--- src/rtl/square_draw_ctrl_if.sv ---
// Request channel between the game FSM and the square draw controller.
//   req_valid  : request present (master -> slave)
//   req_ready  : controller can accept (slave -> master)
//   req_clear  : 1 = full-screen clear, 0 = tile draw
//   req_x/y    : tile top-left corner (ignored for clear)
//   req_colour : fill colour for tile or clear
interface square_draw_ctrl_if;
  logic       req_valid;
  logic       req_ready;
  logic       req_clear;
  logic [7:0] req_x;
  logic [6:0] req_y;
  logic [2:0] req_colour;

  modport master (
    output req_valid, req_clear, req_x, req_y, req_colour,
    input  req_ready
  );

  modport slave (
    input  req_valid, req_clear, req_x, req_y, req_colour,
    output req_ready
  );
endinterface

--- src/rtl/square_draw_ctrl.sv ---
// Square draw controller for the VGA pixel datapath.
// Takes one draw request (filled tile or full-screen clear) over the req
// channel and emits one pixel per clock into the VGA adapter write port.
//   clk, resetn : clock, synchronous active-low reset
//   req         : request channel (slave side)
//   plot        : pixel write enable
//   x_out/y_out : pixel coordinates
//   colour_out  : pixel colour
//   busy        : high while a request is in progress (TILE, CLEAR, DONE)
//   done        : one-cycle pulse when a request completes
//
// state  | meaning
// -------+--------------------------------------------------
// IDLE   | waiting for a request, req_ready high
// TILE   | scanning TILE_W x TILE_H pixels from (base_x, base_y)
// CLEAR  | scanning every visible pixel with the latched colour
// DONE   | completion pulse, then back to IDLE
module square_draw_ctrl #(
  parameter int TILE_W   = 16,
  parameter int TILE_H   = 16,
  parameter int SCREEN_W = 160,
  parameter int SCREEN_H = 120
) (
  input  logic                 clk,
  input  logic                 resetn,
  square_draw_ctrl_if.slave    req,
  output logic                 plot,
  output logic [7:0]           x_out,
  output logic [6:0]           y_out,
  output logic [2:0]           colour_out,
  output logic                 busy,
  output logic                 done
);

  typedef enum logic [1:0] {S_IDLE, S_TILE, S_CLEAR, S_DONE} state_t;

  localparam logic [7:0] TILE_X_LAST = 8'(TILE_W - 1);
  localparam logic [6:0] TILE_Y_LAST = 7'(TILE_H - 1);
  localparam logic [7:0] SCR_X_LAST  = 8'(SCREEN_W - 1);
  localparam logic [6:0] SCR_Y_LAST  = 7'(SCREEN_H - 1);
  localparam logic [8:0] SCR_W_LIM   = 9'(SCREEN_W);
  localparam logic [7:0] SCR_H_LIM   = 8'(SCREEN_H);

  state_t     state, state_nx;
  logic [7:0] cx, cx_nx;
  logic [6:0] cy, cy_nx;
  logic [7:0] base_x;
  logic [6:0] base_y;
  logic [2:0] colour;
  logic       accept;

  // Sums are one bit wider than the screen coordinates so a tile that
  // runs past x=255 or y=127 is clipped instead of wrapping back on-screen.
  logic [8:0] sx;
  logic [7:0] sy;

  assign sx = {1'b0, base_x} + {1'b0, cx};
  assign sy = {1'b0, base_y} + {1'b0, cy};

  always_ff @(posedge clk) begin
    if (!resetn) begin
      state  <= S_IDLE;
      cx     <= '0;
      cy     <= '0;
      base_x <= '0;
      base_y <= '0;
      colour <= '0;
    end else begin
      state <= state_nx;
      cx    <= cx_nx;
      cy    <= cy_nx;
      if (accept) begin
        base_x <= req.req_x;
        base_y <= req.req_y;
        colour <= req.req_colour;
      end
    end
  end

  always_comb begin
    state_nx      = state;
    cx_nx         = cx;
    cy_nx         = cy;
    accept        = 1'b0;
    req.req_ready = 1'b0;
    plot          = 1'b0;
    x_out         = '0;
    y_out         = '0;
    colour_out    = '0;
    busy          = 1'b0;
    done          = 1'b0;

    case (state)
      S_IDLE: begin
        req.req_ready = 1'b1;
        if (req.req_valid) begin
          accept   = 1'b1;
          cx_nx    = '0;
          cy_nx    = '0;
          state_nx = req.req_clear ? S_CLEAR : S_TILE;
        end
      end

      S_TILE: begin
        busy       = 1'b1;
        x_out      = sx[7:0];
        y_out      = sy[6:0];
        colour_out = colour;
        plot       = (sx < SCR_W_LIM) && (sy < SCR_H_LIM);
        if (cx == TILE_X_LAST) begin
          cx_nx = '0;
          if (cy == TILE_Y_LAST) begin
            cy_nx    = '0;
            state_nx = S_DONE;
          end else begin
            cy_nx = cy + 7'd1;
          end
        end else begin
          cx_nx = cx + 8'd1;
        end
      end

      S_CLEAR: begin
        busy       = 1'b1;
        x_out      = cx;
        y_out      = cy;
        colour_out = colour;
        plot       = 1'b1;
        if (cx == SCR_X_LAST) begin
          cx_nx = '0;
          if (cy == SCR_Y_LAST) begin
            cy_nx    = '0;
            state_nx = S_DONE;
          end else begin
            cy_nx = cy + 7'd1;
          end
        end else begin
          cx_nx = cx + 8'd1;
        end
      end

      S_DONE: begin
        busy     = 1'b1;
        done     = 1'b1;
        state_nx = S_IDLE;
      end

      default: state_nx = S_IDLE;
    endcase
  end

endmodule

--- src/flat_wrapper.sv ---
// flat-port wrapper written by rule: the top's interface ports become plain ports
module square_draw_ctrl_flat 
#(
  parameter int TILE_W   = 16,
  parameter int TILE_H   = 16,
  parameter int SCREEN_W = 160,
  parameter int SCREEN_H = 120
)
  (clk, resetn, plot, x_out, y_out, colour_out, busy, done, req_req_valid, req_req_clear, req_req_x, req_req_y, req_req_colour, req_req_ready);
  square_draw_ctrl_if req_i ();
  input  logic clk;
  input  logic resetn;
  output logic plot;
  output logic [7:0] x_out;
  output logic [6:0] y_out;
  output logic [2:0] colour_out;
  output logic busy;
  output logic done;
  input wire logic [$bits(req_i.req_valid)-1:0] req_req_valid;
  input wire logic [$bits(req_i.req_clear)-1:0] req_req_clear;
  input wire logic [$bits(req_i.req_x)-1:0] req_req_x;
  input wire logic [$bits(req_i.req_y)-1:0] req_req_y;
  input wire logic [$bits(req_i.req_colour)-1:0] req_req_colour;
  output wire logic [$bits(req_i.req_ready)-1:0] req_req_ready;
  assign req_i.req_valid = req_req_valid;
  assign req_i.req_clear = req_req_clear;
  assign req_i.req_x = req_req_x;
  assign req_i.req_y = req_req_y;
  assign req_i.req_colour = req_req_colour;
  assign req_req_ready = req_i.req_ready;
  square_draw_ctrl #(.TILE_W(TILE_W), .TILE_H(TILE_H), .SCREEN_W(SCREEN_W), .SCREEN_H(SCREEN_H)) u_core (.clk(clk), .resetn(resetn), .req(req_i), .plot(plot), .x_out(x_out), .y_out(y_out), .colour_out(colour_out), .busy(busy), .done(done));
endmodule
--- config.mk ---
export PLATFORM = sky130hd
export DESIGN_NAME = square_draw_ctrl_flat
export DESIGN_NICKNAME = d
export VERILOG_FILES = /design/src/rtl/square_draw_ctrl_if.sv /design/src/rtl/square_draw_ctrl.sv /design/src/flat_wrapper.sv
export SDC_FILE = /design/constraint.sdc
export NUM_CORES = 1
export LEC_CHECK = 0
export ABC_AREA = 0
export CELL_PAD_IN_SITES_DETAIL_PLACEMENT = 1
export CELL_PAD_IN_SITES_GLOBAL_PLACEMENT = 2
export CORE_UTILIZATION = 31
export DETAILED_ROUTE_END_ITERATION = 10
export GPL_TIMING_DRIVEN = 0
export PLACE_DENSITY = 0.84
export SLEW_MARGIN = 20
export SYNTH_ARGS = -nofsm -noshare
export SYNTH_HDL_FRONTEND = slang
export SYNTH_SLANG_ARGS = --single-unit
--- constraint.sdc ---
create_clock -name clk -period 3.25 [get_ports clk]
set_input_delay 0.4875 -clock clk [delete_from_list [all_inputs] [get_ports clk]]
set_output_delay 0.4875 -clock clk [all_outputs]
set_load 0.03 [all_outputs]
After elaboration in Yosys (flattened, before gate mapping):

Index checks and enable logic that the tools add are counted.

* output and inout bits: 22
* register bits after elaboration: 35
* logic and storage cells: 58
* input bits: 22

* mux-type cells: 26
* $lt $le $gt $ge: 2
* equal/unequal tests: 12
* reductions and logical operators: 8
* $add $sub $neg: 4

Operator list (count)
* 7-bit two-way mux: 5
* 8-bit two-way mux: 3
* 8-bit one-hot mux with 3 select lines: 1
* 7-bit one-hot mux with 3 select lines: 1
* 8-bit one-hot mux with 2 select lines: 1
* 7-bit one-hot mux with 2 select lines: 1
* 2-bit two-way mux: 6
* 8-bit by 8-bit adder with 9-bit output: 1
* 9-bit by 8-bit < comparator with 1-bit output (second input constant): 1
* 7-bit by 7-bit adder with 8-bit output: 1
* 8-bit by 1-bit adder with 8-bit output (second input constant): 1
* 8-bit by 4-bit == test with 1-bit output (second input constant): 1
* 8-bit == test (second input constant): 1
* 8-bit by 7-bit < comparator with 1-bit output (second input constant): 1
* 2-bit by 1-bit != test with 1-bit output (second input constant): 4
* 2-bit one-hot mux with 4 select lines: 1
* 7-bit by 1-bit adder with 7-bit output (second input constant): 1
* 7-bit by 4-bit == test with 1-bit output (second input constant): 1
* 7-bit == test (second input constant): 1
* 1-bit two-way mux: 5
* 5-bit AND reduction: 1
* 2-bit == test (second input constant): 2
* 4-bit AND reduction: 1
* 3-bit two-way mux: 1
* other kinds (9): 9

Depth between registers and ports, before layout:

* depth after elaboration: 4
* mapped depth: 8
* gate-level depth less buffers: 8

Least setup slack after synthesis:

OpenSTA, ideal clock, no wires.

* path type: reg-to-output
* start: register u_core.cx[0]
* end: output x_out[6]
* data required time: 2.762 ns
* path slack: 0.569 ns
* buffers on the path: 0
* arrival time: 2.193 ns
* cell stages (with the launch flop): 8
* path through: dfxtp_1 > ha_1 > fa_1 > a211oi_1 > o211ai_1 > o41ai_1 > o21ai_0 > a21oi_1

* word-level cells in the longest chain between the ends: 2

Ends and longest elaborated chain
* start: declaration: line square_draw_ctrl.sv:45 `logic [7:0] cx, cx_nx;`
* start signal: assignment: line square_draw_ctrl.sv:70 `cx <= cx_nx;`
* 8-bit by 8-bit adder with 9-bit output: line square_draw_ctrl.sv:57 `assign sx = {1'b0, base_x} + {1'b0, cx};`
* 8-bit one-hot mux with 2 select lines: line square_draw_ctrl.sv:93 `case (state)`
* end: declaration: line flat_wrapper.sv:14 `output logic [7:0] x_out;`

Every way passes these cells.

Worst setup path after layout:

* start: register u_core.cx[1]
* end: output plot

* word-level cells in the longest chain between the ends: 4

Ends and longest elaborated chain
* 8-bit by 8-bit adder with 9-bit output: line square_draw_ctrl.sv:57
* 9-bit by 8-bit < comparator with 1-bit output: line square_draw_ctrl.sv:109 `plot = (sx < SCR_W_LIM) && (sy < SCR_H_LIM);`
* 1-bit logical AND: line square_draw_ctrl.sv:109
* 1-bit one-hot mux with 2 select lines: line square_draw_ctrl.sv:93
* end: declaration: line flat_wrapper.sv:13 `output logic plot;`

Every way passes these cells.

==> out/summary.json <==
{
  "outcome": {
    "status": "complete, no violations"
  },
  "global_route": {
    "gr-usage-met1": 0.2627,
    "first_global_vias": 2750,
    "largest_net_degree_at_the_start_of_global_routing": 12,
    "grt_first_pass_wirelength_mm": 14.08,
    "global_route.usage.met3": 0.03155,
    "globalRouteOverflowTotal": 0,
    "total_routing_usage_gr": 0.2096,
    "number_of_antenna_violations_at_the_first_check_in_global_routing": 0,
    "global_route.peak_usage_layer": "met2",
    "grt_use_met2": 0.3753
  },
  "layout": {
    "drive_above_1_share": 0.1148,
    "final_common_cell": "nand2_1",
    "final_cells": 497,
    "multi_input_area_um2": 1859,
    "sequential_cell_area_um2": 705.7,
    "antenna_fix_cells": 0,
    "final_nets": 437,
    "area.growth.synth_to_final_pct": 27.44,
    "final_cell_area_um2": 3347,
    "layout.cells.most_common_list": "nand2_1 (56), clkdlybuf4s50_1 (34), a21oi_1 (31), dfxtp_1 (31), nor2_1 (25)",
    "nFillCells": 1019
  },
  "setup_path": {
    "worstSetupPathType": "reg2out",
    "worstPathArrival_ns": 2.67,
    "critical-path-max-stage-delay_ns": 0.65,
    "reg2reg_slack_ns": 0.77,
    "critical_path_peak_fanout": 6,
    "reg2reg_end": "u_core.cy[0]",
    "cp_cell_sequence": "ha_1, a211oi_2, or4b_2, o2111ai_1, o311ai_1, a32o_1, clkdlybuf4s15_2",
    "count_of_cell_instances_traversed_by_the_critical_path": 7,
    "start_kind": "register",
    "worstSetupEndpointType": "output port",
    "cpMaxStageDelayCell": "or4b_2",
    "cp-endpoint": "plot",
    "reg2reg_from": "u_core.cx[1]",
    "worst_path_bufs_invs": 1,
    "worst_ep_required_time_ns": 2.76,
    "rr_worst_depth": 7,
    "timing.critical_path.from": "u_core.cx[1]",
    "critical_path.top_delay_family": "compound AO/OA/AOI/OAI gates"
  },
  "floorplan": {
    "effective_utilization_at_floorplan": 0.3196,
    "core_area_um2": 8217,
    "fp.dieH_um": 94.04,
    "io_pins": 44,
    "dieWidth_um": 94.04,
    "rows": 33,
    "dieArea_um2": 8844
  },
  "sta": {
    "final_min_period_over_clock_period": 0.9713,
    "final-hold-violation-count": 0,
    "setup_viol": 0,
    "finalClockSkew_ns": 0.004758,
    "layout_min_cycle_time_ns": 3.157,
    "max_slew_margin": 0.5412,
    "setup_tns_ns": 0,
    "tightest_slew_ns": 0.6882,
    "timing.fmax_mhz": 316.8,
    "setup_ws_ns": 0.09337,
    "timing_max_transition_violations_final": 0
  },
  "yosys": {
    "syn_nets": 386,
    "async_s_r_ff_share_synth": 0,
    "synthesis.instances": 340,
    "ys.flop_type": "dfxtp_1",
    "post_synth_num_cell_types": 60,
    "synth_seq_cells": 35,
    "post_synth.cell_area_avg_um2": 7.724,
    "synthesis.area_um2": 2626,
    "synth_sequential_area_ratio": 0.2668,
    "ys.warnings.count": 0,
    "synth_enable_flop_cells": 0
  },
  "clock_network": {
    "cts_inserted_buffers": 5,
    "tritoncts": "yes",
    "clkLatencyLatePin_ns": 0.30,
    "clock_path_buffers": 2,
    "clockRootBuffer": "clkbuf_8",
    "cts.clk_slew.worst_paths_ns": 0.08,
    "cts_num_sinks": 35,
    "h-tree-depth": 2,
    "cts-hold-fix-buffers": 0
  },
  "routing": {
    "detail_route.vias_per_cell": 5.390,
    "detail_route.wirelength_mm": 8.704,
    "detail_route.drc_violations": 0,
    "detail_route.first_pass.iterations": 4,
    "number_of_nets_with_antenna_violations_after_detailed_routing": 0,
    "routed_wire_length_per_instance_um": 17.51,
    "routed-via-count": 2679,
    "drt-initial-drc-count": 91
  },
  "pwr": {
    "power_density_nw_per_um2": 551.5,
    "power_leakage_nw": 1.242,
    "report.power.total_w": 0.001846,
    "ir_worst_vdd_uv": 173.0
  },
  "place": {
    "routabilityCongestion": 0.8508,
    "detailedPlace.worstSlack_ns": -0.1180,
    "io_buffers": 42,
    "detailedPlacementHpwl_mm": 6.560,
    "post_dp_cell_area_um2": 3178,
    "place.detailed.instances": 487
  },
  "min_path": {
    "worst_hold_startpoint": "u_core.base_y[0]",
    "holdCritPathClass": "reg2reg"
  },
  "job": {
    "maxCapViolations": 0
  }
}
## worst min-delay path: stages (launching register included)
cell     delay, ns
dfxtp_1       0.32
nand2_1       0.05
a21oi_1       0.05
## through the flow
stage	util	hold slack, ns
6_report	0.4073	0.4630
5_1_grt	0.4073	0.4849
4_1_cts	0.3988	0.4636
3_5_place_dp	0.3868	0.4507
3_3_place_gp	0.3868	0.4407
2_1_floorplan	-	0.4317
## Yosys cell counts, drive strengths merged (2+ instances only)
cell type,instances,area (um2)
o21ai,14,70.06
o211ai,3,22.52
o41ai,3,45.05
a22oi,10,75.07
inv,12,45.04
or3,8,50.05
ha,22,275.3
dfxtp,35,700.7
nor3b,3,22.52
a211oi,5,37.54
o2111ai,2,17.52
nor4,2,27.53
nand4b,2,17.52
clkbuf,11,41.29
a311oi,2,17.52
nor3,3,15.01
a221o,2,20.02
nor2b,2,12.51
a21o,5,37.54
nor2,25,93.84
xor2,2,17.52
nand4,4,25.02
nand2b,3,18.77
o311ai,2,17.52
nand3,12,72.57
a32oi,2,17.52
fa,2,40.04
or4,4,30.03
buf,5,22.52
a31oi,6,43.79
nand2,56,210.2
or2,5,31.28
and2,4,25.02
o21a,5,37.54
a21oi,32,163.9
o31ai,4,35.03
clkinv,2,7.510
and3,2,12.51
xnor2,5,43.79
## final cells by class
cell class	count	share of cell area
plain buffers	16	0.02093
clock buffers	6	0.02168
clock inverters	2	0.003738
inverters	14	0.01682
multi-input cells	275	0.5555
flip-flops and latches	35	0.2108
well taps	105	0.03925
repair buffers	44	0.1312
## how the worst min path moves through the flow
stage               cells after the start  slack, ns               end
CTS                                     2       0.46  u_core.colour[2]
global placement                        2       0.44  u_core.colour[0]
finish                                  2       0.46  u_core.base_y[0]
global route                            2       0.48  u_core.colour[2]
floorplan                               2       0.43  u_core.colour[0]
detailed placement                      2       0.45  u_core.colour[2]
## repair_timing
item / 4_1_cts / 5_1_grt
gates resized for setup: 18 / 18
setup buffers: 0 / 2
setup endpoints to repair: 12 / 14
pin swaps: 0 / 2
## sequential cells by signal, indices dropped and copies added, names as in the netlist
| name | count |
|---|---|
| u_core.state | 2 |
| u_core.base_y | 7 |
| u_core.base_x | 8 |
| u_core.colour | 3 |
| u_core.cx | 8 |
| u_core.cy | 7 |
## report_power, final
group | switching, W | total (W) | internal [W]
sequential | 0.0000402 | 0.000521 | 0.000481
combinational | 0.000673 | 0.000997 | 0.000324
clock | 0.000177 | 0.000327 | 0.000150
## kinds of logic after synthesis
family / Yosys count / share of synthesized area
and+or+nand+nor: 137 / 0.2596
AOI/OAI and AO/OA: 105 / 0.2778
DFF: 35 / 0.2668
buffers and inverters: 30 / 0.04431
adders and majority gates: 24 / 0.1201
xor gates and xnor gates: 7 / 0.02334
muxes: 2 / 0.008099
## per-layer routing
layer  wire length (um)  vias up  part of all wire
met1               4147     1282              0.48
li1                   -     1346                 -
met2               4231       47              0.49
met4                 66        0            0.0076
met5                  0        -                 0
met3                259        4             0.030
No activity file was read; power rests on OpenSTA's default activity.
